[config.mk]
export PLATFORM = sky130hd
export DESIGN_NAME = spi_mpu_bridge
export DESIGN_NICKNAME = d
export VERILOG_FILES = /design/src/rtl/spi_mpu_bridge.sv
export SDC_FILE = /design/constraint.sdc
export NUM_CORES = 1
export LEC_CHECK = 0
export CAP_MARGIN = 40
export CORE_AREA = 4 4 99 101
export DETAILED_ROUTE_END_ITERATION = 10
export DIE_AREA = 0 0 103 105
export GPL_TIMING_DRIVEN = 0
export PLACE_DENSITY = 0.8
export REMOVE_ABC_BUFFERS = 1
export SLEW_MARGIN = 25
export SYNTH_ARGS = -nofsm -noshare
export SYNTH_HDL_FRONTEND = slang
export SYNTH_SLANG_ARGS = --single-unit
[constraint.sdc]
create_clock -name clk -period 6.2 [get_ports clk]
set_input_delay 0.93 -clock clk [delete_from_list [all_inputs] [get_ports clk]]
set_output_delay 0.93 -clock clk [all_outputs]
set_load 0.02 [all_outputs]
[src/rtl/spi_mpu_bridge.sv]
// SPI (mode 0) slave that turns write/read command frames into MPU bus cycles
// on the graphics core's clock domain, with one-word read prefetch.
module spi_mpu_bridge #(
    parameter int SCK_SYNC_STAGES = 2
) (
    input  logic        clk,
    input  logic        _reset,
    input  logic        spi_sck,
    input  logic        _spi_ss,
    input  logic        spi_mosi,
    output logic        spi_miso,
    output logic        spi_miso_oe,
    output logic        _mpu_en,
    output logic        _mpu_rd,
    output logic        _mpu_wr,
    output logic [1:0]  _mpu_be,
    output logic [15:0] mpu_addr,
    output logic [15:0] mpu_data_out,
    input  logic [15:0] mpu_data_in
);

    typedef enum logic [2:0] {
        IDLE, CMD, ADDR_HI, ADDR_LO, DUMMY, DATA, IGNORE
    } frame_state_t;

    typedef enum logic [1:0] {
        BUS_IDLE, BUS_WR, BUS_RD1, BUS_RD2
    } bus_state_t;

    localparam logic [7:0] CMD_WRITE = 8'h02;
    localparam logic [7:0] CMD_READ  = 8'h03;

    logic [SCK_SYNC_STAGES-1:0] sck_sync, ss_sync, mosi_sync;
    logic sck_prev, ss_prev;
    logic sck_s, ss_s, mosi_s;
    logic sck_rise, sck_fall, ss_rise, ss_fall;

    frame_state_t state, state_next;
    bus_state_t   bus_state;

    logic [2:0]  bit_cnt;
    logic [6:0]  rx_sr;
    logic [7:0]  rx_byte;
    logic        byte_done;
    logic        is_read;
    logic        half;
    logic [7:0]  data_hi;
    logic [15:0] tx_sr;
    logic [15:0] prefetch;
    logic [15:0] wr_word;
    logic        wr_pend, rd_pend;
    logic        en_n, rd_n, wr_n;

    logic addr_hi_load, addr_lo_load, rd_issue, wr_issue, word_start;

    // The ss chain clears to 0 so a select held low across reset release
    // never looks like a falling edge; a frame needs a fresh high->low.
    // NOTE: sequential state uses non-blocking assignments with an async reset term.
    always_ff @(posedge clk or negedge _reset) begin
        if (!_reset) begin
            sck_sync  <= '0;
            ss_sync   <= '0;
            mosi_sync <= '0;
            sck_prev  <= 1'b0;
            ss_prev   <= 1'b0;
        end else begin
            sck_sync  <= {sck_sync[SCK_SYNC_STAGES-2:0], spi_sck};
            ss_sync   <= {ss_sync[SCK_SYNC_STAGES-2:0], _spi_ss};
            mosi_sync <= {mosi_sync[SCK_SYNC_STAGES-2:0], spi_mosi};
            sck_prev  <= sck_s;
            ss_prev   <= ss_s;
        end
    end

    assign sck_s     = sck_sync[SCK_SYNC_STAGES-1];
    assign ss_s      = ss_sync[SCK_SYNC_STAGES-1];
    assign mosi_s    = mosi_sync[SCK_SYNC_STAGES-1];
    assign sck_rise  = sck_s & ~sck_prev;
    assign sck_fall  = ~sck_s & sck_prev;
    assign ss_rise   = ss_s & ~ss_prev;
    assign ss_fall   = ~ss_s & ss_prev;
    assign rx_byte   = {rx_sr, mosi_s};
    assign byte_done = sck_rise && (bit_cnt == 3'd7) && (state != IDLE);

    always_ff @(posedge clk or negedge _reset) begin
        if (!_reset) state <= IDLE;
        else         state <= state_next;
    end

    // NOTE: every always_comb output gets a default first, so no latches are inferred.
    always_comb begin
        state_next   = state;
        addr_hi_load = 1'b0;
        addr_lo_load = 1'b0;
        rd_issue     = 1'b0;
        wr_issue     = 1'b0;
        word_start   = 1'b0;
        if (ss_rise) begin
            state_next = IDLE;
        end else begin
            case (state)
                IDLE:    if (ss_fall) state_next = CMD;
                CMD: begin
                    if (byte_done) begin
                        if (rx_byte == CMD_WRITE || rx_byte == CMD_READ) state_next = ADDR_HI;
                        else                                            state_next = IGNORE;
                    end
                end
                ADDR_HI: begin
                    if (byte_done) begin
                        addr_hi_load = 1'b1;
                        state_next   = ADDR_LO;
                    end
                end
                ADDR_LO: begin
                    if (byte_done) begin
                        addr_lo_load = 1'b1;
                        if (is_read) begin
                            rd_issue   = 1'b1;
                            state_next = DUMMY;
                        end else begin
                            state_next = DATA;
                        end
                    end
                end
                DUMMY:   if (byte_done) state_next = DATA;
                DATA: begin
                    // A read word starts on the rising edge that samples its first bit,
                    // so a frame that stops on a word boundary launches no extra read.
                    if (is_read) begin
                        if (sck_rise && bit_cnt == 3'd0 && !half) begin
                            word_start = 1'b1;
                            rd_issue   = 1'b1;
                        end
                    end else if (byte_done && half) begin
                        wr_issue = 1'b1;
                    end
                end
                default: state_next = state;
            endcase
        end
    end

    always_ff @(posedge clk or negedge _reset) begin
        if (!_reset) begin
            bit_cnt  <= 3'd0;
            rx_sr    <= 7'd0;
            is_read  <= 1'b0;
            half     <= 1'b0;
            data_hi  <= 8'd0;
            tx_sr    <= 16'd0;
            spi_miso <= 1'b0;
        end else begin
            if (ss_fall) begin
                bit_cnt <= 3'd0;
            end else if (sck_rise && state != IDLE) begin
                bit_cnt <= bit_cnt + 3'd1;
                rx_sr   <= {rx_sr[5:0], mosi_s};
            end

            if (state == CMD && byte_done) is_read <= (rx_byte == CMD_READ);

            if (state == IDLE) begin
                half <= 1'b0;
            end else if (state == DATA && byte_done) begin
                half <= ~half;
                if (!half) data_hi <= rx_byte;
            end

            // The first bit of each read word comes straight from prefetch on the
            // preceding falling edge; the rest shift out of tx_sr.
            if (state == IDLE) begin
                spi_miso <= 1'b0;
            end else if (word_start) begin
                tx_sr <= {prefetch[14:0], 1'b0};
            end else if (sck_fall) begin
                if (state == DATA && is_read) begin
                    if (bit_cnt == 3'd0 && !half) begin
                        spi_miso <= prefetch[15];
                    end else begin
                        spi_miso <= tx_sr[15];
                        tx_sr    <= {tx_sr[14:0], 1'b0};
                    end
                end else begin
                    spi_miso <= 1'b0;
                end
            end
        end
    end

    always_ff @(posedge clk or negedge _reset) begin
        if (!_reset) begin
            mpu_addr <= 16'd0;
        end else if (addr_hi_load) begin
            mpu_addr[15:8] <= rx_byte;
        end else if (addr_lo_load) begin
            mpu_addr[7:0] <= rx_byte;
        end else if (word_start || bus_state == BUS_WR) begin
            mpu_addr <= mpu_addr + 16'd1;
        end
    end

    // Requests are queued as pending flags so a new frame's first cycle simply
    // waits while a cycle from the previous frame finishes.
    always_ff @(posedge clk or negedge _reset) begin
        if (!_reset) begin
            bus_state    <= BUS_IDLE;
            en_n         <= 1'b1;
            rd_n         <= 1'b1;
            wr_n         <= 1'b1;
            mpu_data_out <= 16'd0;
            prefetch     <= 16'd0;
            wr_word      <= 16'd0;
            wr_pend      <= 1'b0;
            rd_pend      <= 1'b0;
        end else begin
            case (bus_state)
                BUS_IDLE: begin
                    if (wr_pend) begin
                        bus_state    <= BUS_WR;
                        en_n         <= 1'b0;
                        wr_n         <= 1'b0;
                        mpu_data_out <= wr_word;
                        wr_pend      <= 1'b0;
                    end else if (rd_pend) begin
                        bus_state <= BUS_RD1;
                        en_n      <= 1'b0;
                        rd_n      <= 1'b0;
                        rd_pend   <= 1'b0;
                    end
                end
                BUS_WR: begin
                    bus_state <= BUS_IDLE;
                    en_n      <= 1'b1;
                    wr_n      <= 1'b1;
                end
                BUS_RD1: bus_state <= BUS_RD2;
                BUS_RD2: begin
                    prefetch  <= mpu_data_in;
                    bus_state <= BUS_IDLE;
                    en_n      <= 1'b1;
                    rd_n      <= 1'b1;
                end
                default: bus_state <= BUS_IDLE;
            endcase
            if (wr_issue) begin
                wr_pend <= 1'b1;
                wr_word <= {data_hi, rx_byte};
            end
            if (rd_issue) rd_pend <= 1'b1;
        end
    end

    assign _mpu_en     = en_n;
    assign _mpu_rd     = rd_n;
    assign _mpu_wr     = wr_n;
    assign _mpu_be     = {en_n, en_n};
    assign spi_miso_oe = ~ss_s & (state != IDLE);

endmodule

==> results.json <==
{
  "pin_count": 60,
  "grt_use_met2_pct": 32.54,
  "fin_area_mm2": 0.006479,
  "die_x_um": 103,
  "syn-cell-area_mm2": 0.005195,
  "power_frac_clock_pct": 50.6,
  "start_util_pct": 57.59,
  "p_switching_mw": 0.4652,
  "area_growth_pct": 24.71,
  "cts-root-buf": "clkbuf_8",
  "arrival_ns": 2.23,
  "required_ns": 5.27,
  "grt_pass1_vias": 3602,
  "clk_pin_slew_ns": 0.06,
  "clock_latency_ns": 0.51,
  "antenna_found_initial": 0,
  "cts.sinks": 118,
  "layout_common_cells": "dfrtp_1 (115), clkdlybuf4s50_1 (58), mux2_2 (54)",
  "hold_class": "reg -> reg",
  "power_density_mw_per_mm2": 300.3,
  "synth.avg_cell_area_um2": 12.05,
  "vdd_drop_max_mv": 0.1864,
  "min_period_over_period_pct": 51.02,
  "track_usage_pct": 20.61,
  "drive_gt1_share_pct": 20.95,
  "setup_ws_ns": 3.037,
  "antenna_cells": 0,
  "fin_worst_skew_ns": 0.004820,
  "yosys_warnings": 0,
  "syn_inst": 431,
  "viasPerCell": 5.707,
  "clock_path_buffers": 2,
  "combPwrFrac_pct": 5.2,
  "cp-start-kind": "flip-flop",
  "grt_overflow": 0,
  "ctsResizeCount": 0,
  "maxCapViolations": 0,
  "first_pass_iters": 4,
  "drt-initial-drc-count": 165,
  "wire_per_inst_um": 16.60,
  "wirelength_um": 10240,
  "status": "finished clean",
  "layout_commonest_cell": "dfrtp_1",
  "synth_seq_cells": 118,
  "tightest_slew_ns": 0.7770,
  "synthFlopType": "dfrtp_1",
  "die_area_mm2": 0.01082,
  "swShare_pct": 23.91,
  "place_ws_ns": 3.401,
  "p_seq_share_pct": 44.2,
  "layout.nets": 520,
  "yosysSeqAreaShare_pct": 56.91,
  "maxSlewHeadroom_pct": 48.03,
  "htree_levels": 4,
  "hold_ws_ns": 0.3503,
  "cts-hold-fix-buffers": 0,
  "grt_pass1_wl_um": 17330,
  "placed_area_mm2": 0.005867,
  "leakagePower_nw": 2.995,
  "rsz0062_at_grt": "false",
  "die_y_um": 105,
  "rows": 35,
  "hold_viol": 0,
  "internal_power_mw": 1.480,
  "end_kind": "output pin",
  "cts_made_buffers": 17,
  "clock.fmax_mhz": 316.1,
  "hpwl_um": 6506,
  "synth_edf_count": 0,
  "final_cells": 617,
  "place_inst": 583,
  "ant_nets": 0,
  "finalSetupViolCount": 0,
  "io_buffers": 59,
  "num_vias": 3521,
  "routabilityCongestion": 0.8223,
  "post-cts-setup-buffers": 0,
  "critPathMaxFanout": 14,
  "ys_async_sr_fraction_pct": 100.0,
  "slew_viol_final": 0,
  "post-route-min-period_ns": 3.163,
  "synth.distinct_cells": 52,
  "drc": 0,
  "grt-busiest-layer": "met2",
  "grt_use_met1_pct": 27.10,
  "grt_max_degree": 70,
  "crit_type": "reg -> out",
  "cts_tree": "yes",
  "use_met3_pct": 5.941,
  "core-area_mm2": 0.009021
}
-- per-stage QoR --
| step | util (%) | TNS [ns] | power [mW] |
|---|---|---|---|
| floorplan | - | 0 | 0.9027 |
| global placement | 64.37 | -16.80 | 0.9602 |
| detailed placement | 65.03 | 0 | 0.9707 |
| CTS | 71.71 | 0 | 1.958 |
| global route | 71.82 | 0 | 2.013 |
| finish | 71.82 | 0 | 1.946 |
-- worst paths after layout --
path,from,endpoint,slack (ns),depth (start not counted)
min in group asynchronous,_reset,mpu_addr[5],0.41,1
worst min-delay path,sck_sync[0],sck_sync[1],0.35,0
max in group asynchronous,_reset,_mpu_rd,5.04,2
worst min register to register,sck_sync[0],sck_sync[1],0.35,0
worst max register to register,ss_prev,mpu_addr[15],3.64,7
worst max-delay path,state[2],spi_miso_oe,3.04,4
-- sequential cells by signal (all words and copies together), names as in the netlist, 7 cells and up --
signal        flops
wr_word          16
mpu_addr         16
rx_sr             7
data_hi           8
prefetch         16
tx_sr            15
mpu_data_out     16
-- Yosys cell counts, types with 2 or more instances --
library cell / count / area share [%]
ha_1: 6 / 1.4
buf_6: 2 / 0.43
and4_1: 2 / 0.34
clkbuf_1: 9 / 0.65
and3_1: 4 / 0.48
a211oi_1: 2 / 0.29
a21o_1: 2 / 0.29
mux2_1: 9 / 2.0
nand2b_1: 8 / 0.96
xnor2_1: 2 / 0.34
a31oi_1: 2 / 0.24
a21oi_1: 32 / 3.1
nor2_1: 38 / 2.7
nor3_1: 5 / 0.48
o21a_1: 3 / 0.43
nand4b_1: 3 / 0.51
buf_2: 4 / 0.39
nand3_1: 6 / 0.58
and2_1: 2 / 0.24
mux2_2: 54 / 12
nor3_2: 2 / 0.39
nand2_1: 23 / 1.7
nand4_1: 6 / 0.72
buf_4: 5 / 0.72
or3_1: 2 / 0.24
dfstp_2: 3 / 1.5
xor2_1: 7 / 1.2
dfrtp_1: 115 / 55
o21ai_1: 4 / 0.39
mux2i_1: 16 / 3.1
inv_1: 9 / 0.65
nor2b_1: 5 / 0.60
o21ai_0: 19 / 1.8
nand3b_1: 2 / 0.29
-- cells by family (layout without fill, tap and decap cells) --
logic type                 Yosys count  after routing  synth area share (%)
muxes                               79             79                 16.74
AOI/OAI and AO/OA                   72             72                 8.285
DFF                                118            118                 56.91
buffers and inverters               30            105                 2.914
xor gates and xnor gates             9              9                 1.517
and+or+nand+nor                    117            117                 12.19
adders and majority gates            6              6                 1.445
-- power by group through the flow --
stage          clock network (mW)  logic (mW)  registers, mW
5_1_grt                      1.03       0.114          0.865
3_3_place_gp                    0      0.0926          0.868
6_report                    0.984       0.101          0.860
3_5_place_dp                    0      0.0997          0.871
4_1_cts                     0.996       0.103          0.859
2_1_floorplan                   0      0.0584          0.844
-- area by class of cell --
class,count,area (µm²)
clock buffer,18,427.9
clock inverter,14,173.9
fill,631,2542
inverter,9,33.78
multi-input combinational,283,2096
sequential,118,2957
tap,111,138.9
timing repair buffer,64,651.9
-- critical path, stage by stage, from the launching register on --
cell	delay, ns
dfrtp_1	0.53
nor3_1	0.36
clkbuf_2	0.23
nor2_1	0.05
clkdlybuf4s50_1	0.53
-- metal layers --
metal,vias to the layer above,wire (µm)
li1,1654,-
met5,-,0
met2,95,5204
met1,1753,4322
met3,19,571
met4,0,145
Note: power is estimated with default switching activity, not from simulation.
